<file path="config.mk">
export PLATFORM = sky130hd
export DESIGN_NAME = tx_seq_nbyte_flat
export DESIGN_NICKNAME = d
export VERILOG_FILES = /design/src/rtl/tx_seq_pkg.sv /design/src/rtl/tx_seq_nbyte_if.sv /design/src/rtl/tx_shreg.sv /design/src/rtl/tx_seq_nbyte.sv /design/src/flat_wrapper.sv
export SDC_FILE = /design/constraint.sdc
export NUM_CORES = 1
export LEC_CHECK = 0
export BUFFER_PORTS_ARGS = -buffer_cell sky130_fd_sc_hd__buf_2
export CAP_MARGIN = 5
export CORE_MARGIN = 10
export CORE_UTILIZATION = 43
export DETAILED_ROUTE_END_ITERATION = 10
export GPL_TIMING_DRIVEN = 0
export HOLD_SLACK_MARGIN = 0.1
export PLACE_DENSITY = 0.8
export RECOVER_POWER = 25
export SYNTH_ARGS = -nofsm -noshare
export SYNTH_HDL_FRONTEND = slang
export SYNTH_HIERARCHICAL = 1
export SYNTH_SLANG_ARGS = --single-unit
export TNS_END_PERCENT = 5
</file>
<file path="constraint.sdc">
create_clock -name clk -period 1.2 [get_ports clk]
set_input_delay 0.18 -clock clk [delete_from_list [all_inputs] [get_ports clk]]
set_output_delay 0.18 -clock clk [all_outputs]
set_load 0.005 [all_outputs]
</file>
<file path="src/rtl/tx_seq_pkg.sv">
// Shared types and constants for the multi-byte transmit sequencer.
package tx_seq_pkg;

  localparam int BYTE_W = 8;

  typedef enum logic {
    IDLE = 1'b0,
    WAIT = 1'b1
  } seq_state_t;

endpackage

</file>
<file path="src/rtl/tx_seq_nbyte_if.sv">
// Bundle between the packet/command logic, the sequencer and serial8.
// Handshake: trmt is a request taken only while idle (no queuing); send_byte is a
// one-cycle strobe with byte_out valid in that cycle; byte_sent acknowledges it.
interface tx_seq_nbyte_if #(
  parameter int NUM_BYTES = 2,
  parameter int IW        = $clog2(NUM_BYTES)
);
  logic                                   trmt;
  logic [tx_seq_pkg::BYTE_W*NUM_BYTES-1:0] tx_data;
  logic                                   abort;
  logic                                   byte_sent;
  logic [tx_seq_pkg::BYTE_W-1:0]          byte_out;
  logic                                   send_byte;
  logic [IW-1:0]                          byte_idx;
  logic                                   busy;
  logic                                   tx_done;

  modport master (
    output trmt, tx_data, abort, byte_sent,
    input  byte_out, send_byte, byte_idx, busy, tx_done
  );

  modport slave (
    input  trmt, tx_data, abort, byte_sent,
    output byte_out, send_byte, byte_idx, busy, tx_done
  );
endinterface

</file>
<file path="src/rtl/tx_shreg.sv">
// Load/shift register that presents one byte of a captured word at a time.
module tx_shreg
  import tx_seq_pkg::*;
#(
  parameter int  NUM_BYTES = 2,
  parameter bit  LSB_FIRST = 1'b0,
  localparam int W         = BYTE_W * NUM_BYTES
) (
  input  logic              clk,
  input  logic              rst,
  input  logic              load,
  input  logic              shift,
  input  logic [W-1:0]      din,
  output logic [BYTE_W-1:0] byte_out
);

  logic [W-1:0] shreg_q, shreg_d;

  always_comb begin
    shreg_d = shreg_q;
    if (load) begin
      shreg_d = din;
    end else if (shift) begin
      if (LSB_FIRST) shreg_d = shreg_q >> BYTE_W;
      else           shreg_d = shreg_q << BYTE_W;
    end
  end

  always_ff @(posedge clk) begin
    if (rst) shreg_q <= '0;
    else     shreg_q <= shreg_d;
  end

  // The outgoing byte always sits at the end the register shifts towards.
  assign byte_out = LSB_FIRST ? shreg_q[BYTE_W-1:0] : shreg_q[W-1 -: BYTE_W];

endmodule

</file>
<file path="src/rtl/tx_seq_nbyte.sv">
// Multi-byte transmit sequencer: feeds serial8 one byte per byte_sent, in
// selectable order, with abort. All outputs come straight from flops.
module tx_seq_nbyte
  import tx_seq_pkg::*;
#(
  parameter int  NUM_BYTES = 2,
  parameter bit  LSB_FIRST = 1'b0,
  localparam int IW        = $clog2(NUM_BYTES)
) (
  input  logic        clk,
  input  logic        rst,
  tx_seq_nbyte_if.slave bus,
  output seq_state_t  dbg_state
);

  localparam logic [IW-1:0] LAST_IDX = IW'(NUM_BYTES - 1);

  seq_state_t    state_q, state_d;
  logic          send_q, send_d;
  logic          done_q, done_d;
  logic          busy_q, busy_d;
  logic [IW-1:0] idx_q, idx_d;
  logic          load, shift;

  always_comb begin
    state_d = state_q;
    send_d  = 1'b0;
    done_d  = 1'b0;
    idx_d   = idx_q;
    load    = 1'b0;
    shift   = 1'b0;
    case (state_q)
      IDLE: begin
        if (bus.trmt) begin
          load    = 1'b1;
          idx_d   = '0;
          send_d  = 1'b1;
          state_d = WAIT;
        end
      end
      WAIT: begin
        // abort wins over a coincident byte_sent; byte_sent during the strobe
        // cycle cannot belong to the byte just issued and is dropped.
        if (bus.abort) begin
          state_d = IDLE;
        end else if (bus.byte_sent && !send_q) begin
          if (idx_q == LAST_IDX) begin
            done_d  = 1'b1;
            state_d = IDLE;
          end else begin
            shift  = 1'b1;
            idx_d  = idx_q + 1'b1;
            send_d = 1'b1;
          end
        end
      end
      default: state_d = IDLE;
    endcase
    busy_d = (state_d == WAIT);
  end

  always_ff @(posedge clk) begin
    if (rst) begin
      state_q <= IDLE;
      send_q  <= 1'b0;
      done_q  <= 1'b0;
      busy_q  <= 1'b0;
      idx_q   <= '0;
    end else begin
      state_q <= state_d;
      send_q  <= send_d;
      done_q  <= done_d;
      busy_q  <= busy_d;
      idx_q   <= idx_d;
    end
  end

  tx_shreg #(
    .NUM_BYTES (NUM_BYTES),
    .LSB_FIRST (LSB_FIRST)
  ) u_shreg (
    .clk      (clk),
    .rst      (rst),
    .load     (load),
    .shift    (shift),
    .din      (bus.tx_data),
    .byte_out (bus.byte_out)
  );

  assign bus.send_byte = send_q;
  assign bus.tx_done   = done_q;
  assign bus.busy      = busy_q;
  assign bus.byte_idx  = idx_q;
  assign dbg_state     = state_q;

endmodule

</file>
<file path="src/flat_wrapper.sv">
// flat-port wrapper written by rule: the top's interface ports become plain ports
module tx_seq_nbyte_flat import tx_seq_pkg::*;
#(
  parameter int  NUM_BYTES = 2,
  parameter bit  LSB_FIRST = 1'b0,
  localparam int IW        = $clog2(NUM_BYTES)
)
  (clk, rst, dbg_state, bus_trmt, bus_tx_data, bus_abort, bus_byte_sent, bus_byte_out, bus_send_byte, bus_byte_idx, bus_busy, bus_tx_done);
  tx_seq_nbyte_if #(.NUM_BYTES(NUM_BYTES)) bus_i ();
  input  logic clk;
  input  logic rst;
  output seq_state_t dbg_state;
  input wire logic [$bits(bus_i.trmt)-1:0] bus_trmt;
  input wire logic [$bits(bus_i.tx_data)-1:0] bus_tx_data;
  input wire logic [$bits(bus_i.abort)-1:0] bus_abort;
  input wire logic [$bits(bus_i.byte_sent)-1:0] bus_byte_sent;
  output wire logic [$bits(bus_i.byte_out)-1:0] bus_byte_out;
  output wire logic [$bits(bus_i.send_byte)-1:0] bus_send_byte;
  output wire logic [$bits(bus_i.byte_idx)-1:0] bus_byte_idx;
  output wire logic [$bits(bus_i.busy)-1:0] bus_busy;
  output wire logic [$bits(bus_i.tx_done)-1:0] bus_tx_done;
  assign bus_i.trmt = bus_trmt;
  assign bus_i.tx_data = bus_tx_data;
  assign bus_i.abort = bus_abort;
  assign bus_i.byte_sent = bus_byte_sent;
  assign bus_byte_out = bus_i.byte_out;
  assign bus_send_byte = bus_i.send_byte;
  assign bus_byte_idx = bus_i.byte_idx;
  assign bus_busy = bus_i.busy;
  assign bus_tx_done = bus_i.tx_done;
  tx_seq_nbyte #(.NUM_BYTES(NUM_BYTES), .LSB_FIRST(LSB_FIRST)) u_core (.clk(clk), .rst(rst), .bus(bus_i), .dbg_state(dbg_state));
endmodule
</file>
==> metrics, run 1 <==
post-route insts no fill=163; # port buffers=33; Max-slew headroom=79.7%; CTS Buffer Depth=2; final setup fails=17; Fin. Hold Viols=0; outcome=finished with violations; RSZ-0062 raised after global routing=yes; die width=66.7 um; synthesized area=940 um^2; Net Count, Synth=115; worst slew pin tran=305 ps; Placer Congestion=0.742; placeable core region=0.00202 mm^2; Leakage=0.550 nW; register area share after synthesis=42.6%; area grow syn2layout=35.2%; Clock Latency Late Sink=300 ps; Clock Tree Root=clkbuf_4; GRT Overall Usage=11.3%; worst-path maximum fanout=10; FILL cells=179; GRT Residual Overflow=0; CP peak stage delay=400 ps; maximum vdd drop=0.631 mV; Mapped Cells=94; total wire length=2430 um; via count=800; first-pass GRT wire length=3910 um; Final nets=158; critical path class=flop to flop; DR pass1 iterations=5; Residual DRC=0; cell family with most CP delay=simple AND/OR/NAND/NOR gates; mux share of post-synthesis cell area=8.52%; DP Area=0.00115 mm^2; crit share post-route=107%; vias in the first global route=840; P per Cell Area=1160 mW/mm^2; die height=66.7 um; ANT cells=0; violated checks=negative setup slack; arrival time at the worst endpoint=1540 ps; Max Cap Viol=0; Initial Util=46.5%; Simple-Gate Fraction of Synth Area=23.8%; design area=0.00127 mm^2; Die ar.=0.00445 mm^2; initial antenna violation count=0; Final WS setup=-89.2 ps; vias per cell=4.91; register area=405 um^2; Tot Pwr=1.48 mW; Placed Instances=154; sequence of cells on the critical path=nand2b_4, inv_4, buf_6, or3b_1, a21oi_2; Worst-path clk slew=120 ps; Detailed Route Iter0 Violations=22; clock sinks=20; slowest CP cell=dfxtp_4; Critical Path RT=1450 ps; # IOs=34; post-DR wirelength/cell=14.9 um; Seq cells post-synth=20; worst hold margin=119 ps; largest family of logic cells by synthesized area=simple AND/OR/NAND/NOR gates; Compound-Gate Fraction of Synth Area=12.8%; hold crit path type=primary input to flop; share of cells above drive strength 1=47.8%; Post-Synth Adder-Cell Area=0%; max-slew violation count=0; Yosys cell types=19; Multi-input gate area=452 um^2; Core Rows=16; CTS tree=built; Tmin final=1290 ps; largest net degree at the start of global routing=13; Worst Skew=3.54 ps; Ys Warns=6; post-synthesis average cell area=10.0 um^2; Fmax=0.776 GHz; Post-DP HPWL=1730 um; Worst Setup End Kind=flop; CP bufs+invs=2; xor and xnor area share after synthesis=0%; Startpoint Class=flop; CTS buffer count=3; DRT antenna net count=0; number of H-tree levels=1
==> cell usage in the layout, fill, tap and decap left out <==
cell type / n
buf_2: 33
dfxtp_1: 18
buf_4: 12
nand2_1: 9
mux2i_1: 8
nor2b_1: 8
a211oi_1: 7
or3b_1: 7
a21oi_1: 6
a21oi_2: 4
clkbuf_4: 3
dlygate4sd3_1: 2
buf_6: 2
nand3b_1: 2
clkbuf_16: 1
buf_1: 1
nand4bb_4: 1
nor2_4: 1
nand2b_4: 1
inv_4: 1
nor3b_1: 1
o21ba_1: 1
dfxtp_4: 1
dfxtp_2: 1
inv_1: 1
buf_8: 1
clkbuf_2: 1
a211oi_2: 1
or3b_4: 1
==> worst reg2reg max path, stage by stage (launching register included) <==
cell	delay, ps
dfxtp_4	400
nand2b_4	150
inv_4	60
buf_6	130
or3b_1	390
a21oi_2	120
==> report_power, final <==
part	leakage [nW]	internal [mW]	switching, mW
clock	0.0261	0.254	0.212
sequential	0.166	0.708	0.0271
combinational	0.358	0.159	0.117
total	0.550	1.12	0.356
==> through the flow <==
| stage | setup WS [ps] | util [%] | setup TNS, ps |
|---|---|---|---|
| after floorplan | -20.6 | - | -158 |
| after global placement | -122 | 56.7 | -1020 |
| after detailed placement | -171 | 56.7 | -1450 |
| after CTS | -65.5 | 61.8 | -745 |
| after global routing | -129 | 62.8 | -1730 |
| final | -89.2 | 62.8 | -1010 |
==> state kept, by name (all words and copies together) (netlist names) <==
name,count
u_core/u_shreg/shreg_q,16
u_core/bus.busy,1
u_core/bus.byte_idx,1
u_core/bus.send_byte,1
u_core/bus.tx_done,1
==> path summary, 6_finish.rpt <==
path                                          from                                     end  cells after the start  slack, ps
setup / recovery        u_core/bus.busy$_SDFF_PP0_  u_core/u_shreg/shreg_q[5]$_SDFFE_PP0P_                      5        -90
hold reg to reg   u_core/bus.byte_idx$_SDFFE_PP0P_        u_core/bus.byte_idx$_SDFFE_PP0P_                      2        560
setup reg to reg        u_core/bus.busy$_SDFF_PP0_  u_core/u_shreg/shreg_q[5]$_SDFFE_PP0P_                      5        -90
hold / removal                      bus_tx_data[6]  u_core/u_shreg/shreg_q[6]$_SDFFE_PP0P_                      3        120
==> per-layer routing <==
metal | vias to the layer above | GRT usage (%) | share of wire (%)
li1 | 403 | - | -
met1 | 368 | 12.6 | 40
met2 | 23 | 19.3 | 52
met3 | 6 | 2.17 | 5.7
met4 | 0 | 6.28 | 2.8
met5 | - | 0 | 0
==> area by class of cell <==
| class | count | share of cell area (%) |
|---|---|---|
| multi-input combinational | 58 | 35.6 |
| sequential | 20 | 31.9 |
| timing repair buffer | 38 | 16.6 |
| buffer | 14 | 8.77 |
| clock buffer | 4 | 3.74 |
| tap | 27 | 2.66 |
| inverter | 2 | 0.788 |
==> synthesized netlist by cell type (all sizes together) <==
cell type   n  area share [%]
nor3b       1            0.80
buf        13              11
a21oi      10             5.3
o21ba       1             1.1
nand2       9             3.6
or3b        8             7.5
a211oi      8             6.4
inv         2            0.80
nor2b       8             5.3
nand3b      2             1.6
nand4bb     1             2.9
dfxtp      20              43
mux2i       8             8.5
nor2        1             1.2
nand2b      1            0.93
clkbuf      1            0.53
==> cells by family (layout without fill, tap and decap cells) <==
| family | count (synthesis) | in the layout |
|---|---|---|
| buffers and inverters | 16 | 58 |
| and+or+nand+nor | 31 | 31 |
| AOI/OAI and AO/OA | 19 | 19 |
| muxes | 8 | 8 |
| DFF | 20 | 20 |
==> timing repair <==
| action | in CTS | in global routing |
|---|---|---|
| resized for setup | 4 | 6 |
| hold buffers | 2 | 0 |
| setup buffers | 3 | 0 |
| gates cloned | 0 | 0 |
| hold endpoints to repair | 4 | 0 |
| setup endpoints to repair | 11 | 17 |
| pin swaps | 17 | 2 |
Power figures use the tool's default switching activity.
==> run 2, diff against run 1 <==
--- a/config.mk
+++ b/config.mk
@@ -14,6 +14,8 @@
 export HOLD_SLACK_MARGIN = 0.1
 export PLACE_DENSITY = 0.8
 export RECOVER_POWER = 25
+export REMOVE_ABC_BUFFERS = 1
+export SETUP_SLACK_MARGIN = 0.4
 export SYNTH_ARGS = -nofsm -noshare
 export SYNTH_HDL_FRONTEND = slang
 export SYNTH_HIERARCHICAL = 1
==> metrics, run 2 (synthesis results as in run 1) <==
outcome=finished with violations; violated checks=negative setup slack; crit share post-route=107% (-0.91 points); Placer Congestion=0.733 (-1.2%); Worst-path clk slew=110 ps (about the same); CTS buffer count=3 (unchanged); RSZ-0062 raised after global routing=yes; Clock power frac=27.7% (-3.9 points); commonest non-fill, non-tap cell in the layout=buf_2; Tot Pwr=1.37 mW (-7.4%); worst hold margin=127 ps (+7.38 ps); first-pass GRT wire length=3570 um (-8.8%); Leakage=0.491 nW (-11%); CTS tree=built; hold crit path type=primary input to flop; DR pass1 iterations=4 (-1); P per Cell Area=1130 mW/mm^2 (-2.6%); Switching Fraction=25.1% (+0.98 points); DP Area=0.00103 mm^2 (-10%); Final nets=145 (-8.2%); Residual DRC=0 (unchanged); Final WS setup=-78.3 ps (+10.9 ps); clock sinks=20 (unchanged); DP Worst Slack=-279 ps (-108 ps); die height=66.7 um (unchanged); post-DR wirelength/cell=14.9 um (+0.30%); Max Cap Viol=0 (unchanged); CTS Buffer Depth=2 (unchanged); # port buffers=33 (unchanged); placeable core region=0.00202 mm^2 (unchanged); # IOs=34 (unchanged); design area=0.00121 mm^2 (-4.9%); total wire length=2240 um (-7.7%); largest net degree at the start of global routing=27 (+14); maximum vdd drop=0.691 mV (+9.4%); Max-slew headroom=70.5% (-9.2 points); Die ar.=0.00445 mm^2 (unchanged); critical path class=flop to flop; Detailed Route Iter0 Violations=14 (-36%); most frequent cells in the layout=buf_2 (31), dfxtp_1 (17), nand2_1 (9), a21oi_1 (9); area grow syn2layout=28.5%; Clock Tree Root=clkbuf_4; Fmax=0.782 GHz (+0.86%); initial antenna violation count=0 (unchanged); Clock Latency Late Sink=290 ps (about the same); worst slew pin tran=443 ps (+138 ps); Reg with most FFs=u_core/u_shreg/shreg_q; Worst Skew=3.70 ps (+0.153 ps); Largest register FFs=16 (unchanged); post-route insts no fill=150 (-8.0%); Startpoint Class=flop; Reg power frac=53.7% (+3.9 points); max-slew violation count=0 (unchanged); Critical Path RT=1370 ps (-80 ps); Placed Instances=140 (-9.1%); Post-DP HPWL=1500 um (-13%); final setup fails=16 (-1); Core Rows=16 (unchanged); GRT Residual Overflow=0 (unchanged); Switch Pwr=343 uW (-3.6%); Fin. Hold Viols=0 (unchanged); worst-path maximum fanout=3 (-7); Worst Setup End Kind=flop; GRT Overall Usage=9.78% (-1.5 points); share of cells above drive strength 1=49.6% (+1.8 points); Initial Util=46.5% (unchanged); Tmin final=1280 ps (-10.9 ps); Cell Int Power=1.03 mW (-8.6%); via count=759 (-5.1%); arrival time at the worst endpoint=1450 ps (-90 ps); CTS Hold Buffers Added=0 (-2); Comb power frac=18.6% (about the same); DRT antenna net count=0 (unchanged); die width=66.7 um (unchanged); Layout Utilization=59.7% (-3.1 points); number of H-tree levels=1 (unchanged); vias in the first global route=780 (-7.1%); post-route setup TNS=-755 ps (+252 ps); ANT cells=0 (unchanged); vias per cell=5.06 (+3.1%)
-- run 2: changes by cell type in the layout (fill, tap and decap cells not counted), moves of 2 or more --
cell           change
a211oi_2           +6
a211oi_1           -6
mux2i_1            -2
a21oi_1            +3
buf_6              +2
dlygate4sd3_1      -2
a21oi_2            -3
mux2i_2            +2
buf_4              -9
buf_2              -2
-- run 2: power groups by stage --
stage	Combinational, mW	Clock, mW	Sequential (mW)
2_1_floorplan	0.0976	0	0.748
3_3_place_gp	0.189	0	0.745
3_5_place_dp	0.197	0	0.747
4_1_cts	0.221	0.391	0.733
5_1_grt	0.281	0.414	0.742
6_report	0.254	0.379	0.735
-- run 2: cell type report --
| cell class | instances | area [um^2] |
|---|---|---|
| fillers | 179 | 815 |
| multi-input cells | 58 | 475 |
| flip-flops and latches | 20 | 407 |
| repair buffers | 38 | 223 |
| clock buffers | 4 | 36.3 |
| well taps | 27 | 33.8 |
| inverters | 2 | 23.8 |
| repair inverters | 1 | 8.76 |
-- run 2: routing by layer --
metal  vias to the layer above  part of all wire [%]  routed length, um  global-route usage [%]
met5                         -                     0                  0                       0
met4                         0                  0.18                  4                    2.36
met3                         2                    11                255                    5.52
met2                        28                    45               1020                    15.5
met1                       356                    43                963                    11.0
li1                        373                     -                  -                       -
-- run 2: final timing paths --
check | start | endpoint | slack, ps | cells past startpoint
max | u_core/bus.send_byte$_SDFF_PP0_ | u_core/u_shreg/shreg_q[14]$_SDFFE_PP0P_ | -80 | 5
min | bus_tx_data[2] | u_core/u_shreg/shreg_q[2]$_SDFFE_PP0P_ | 130 | 3
max reg2reg | u_core/bus.send_byte$_SDFF_PP0_ | u_core/u_shreg/shreg_q[14]$_SDFFE_PP0P_ | -80 | 5
min reg2reg | u_core/bus.byte_idx$_SDFFE_PP0P_ | u_core/bus.byte_idx$_SDFFE_PP0P_ | 530 | 2
-- run 2: what timing repair did --
item / in CTS / in global routing
gates resized for setup: 13 / 11
pin swaps: 18 / 6
gates cloned: 0 / 1
setup endpoints to repair: 33 / 33
setup buffers: 4 / 1
-- run 2: critical path, cell delays in order (launching register included) --
cell and delay, ps:
dfxtp_2 340, nand4bb_4 210, nor2_4 140, buf_4 150
mux2i_2 220, a211oi_2 90
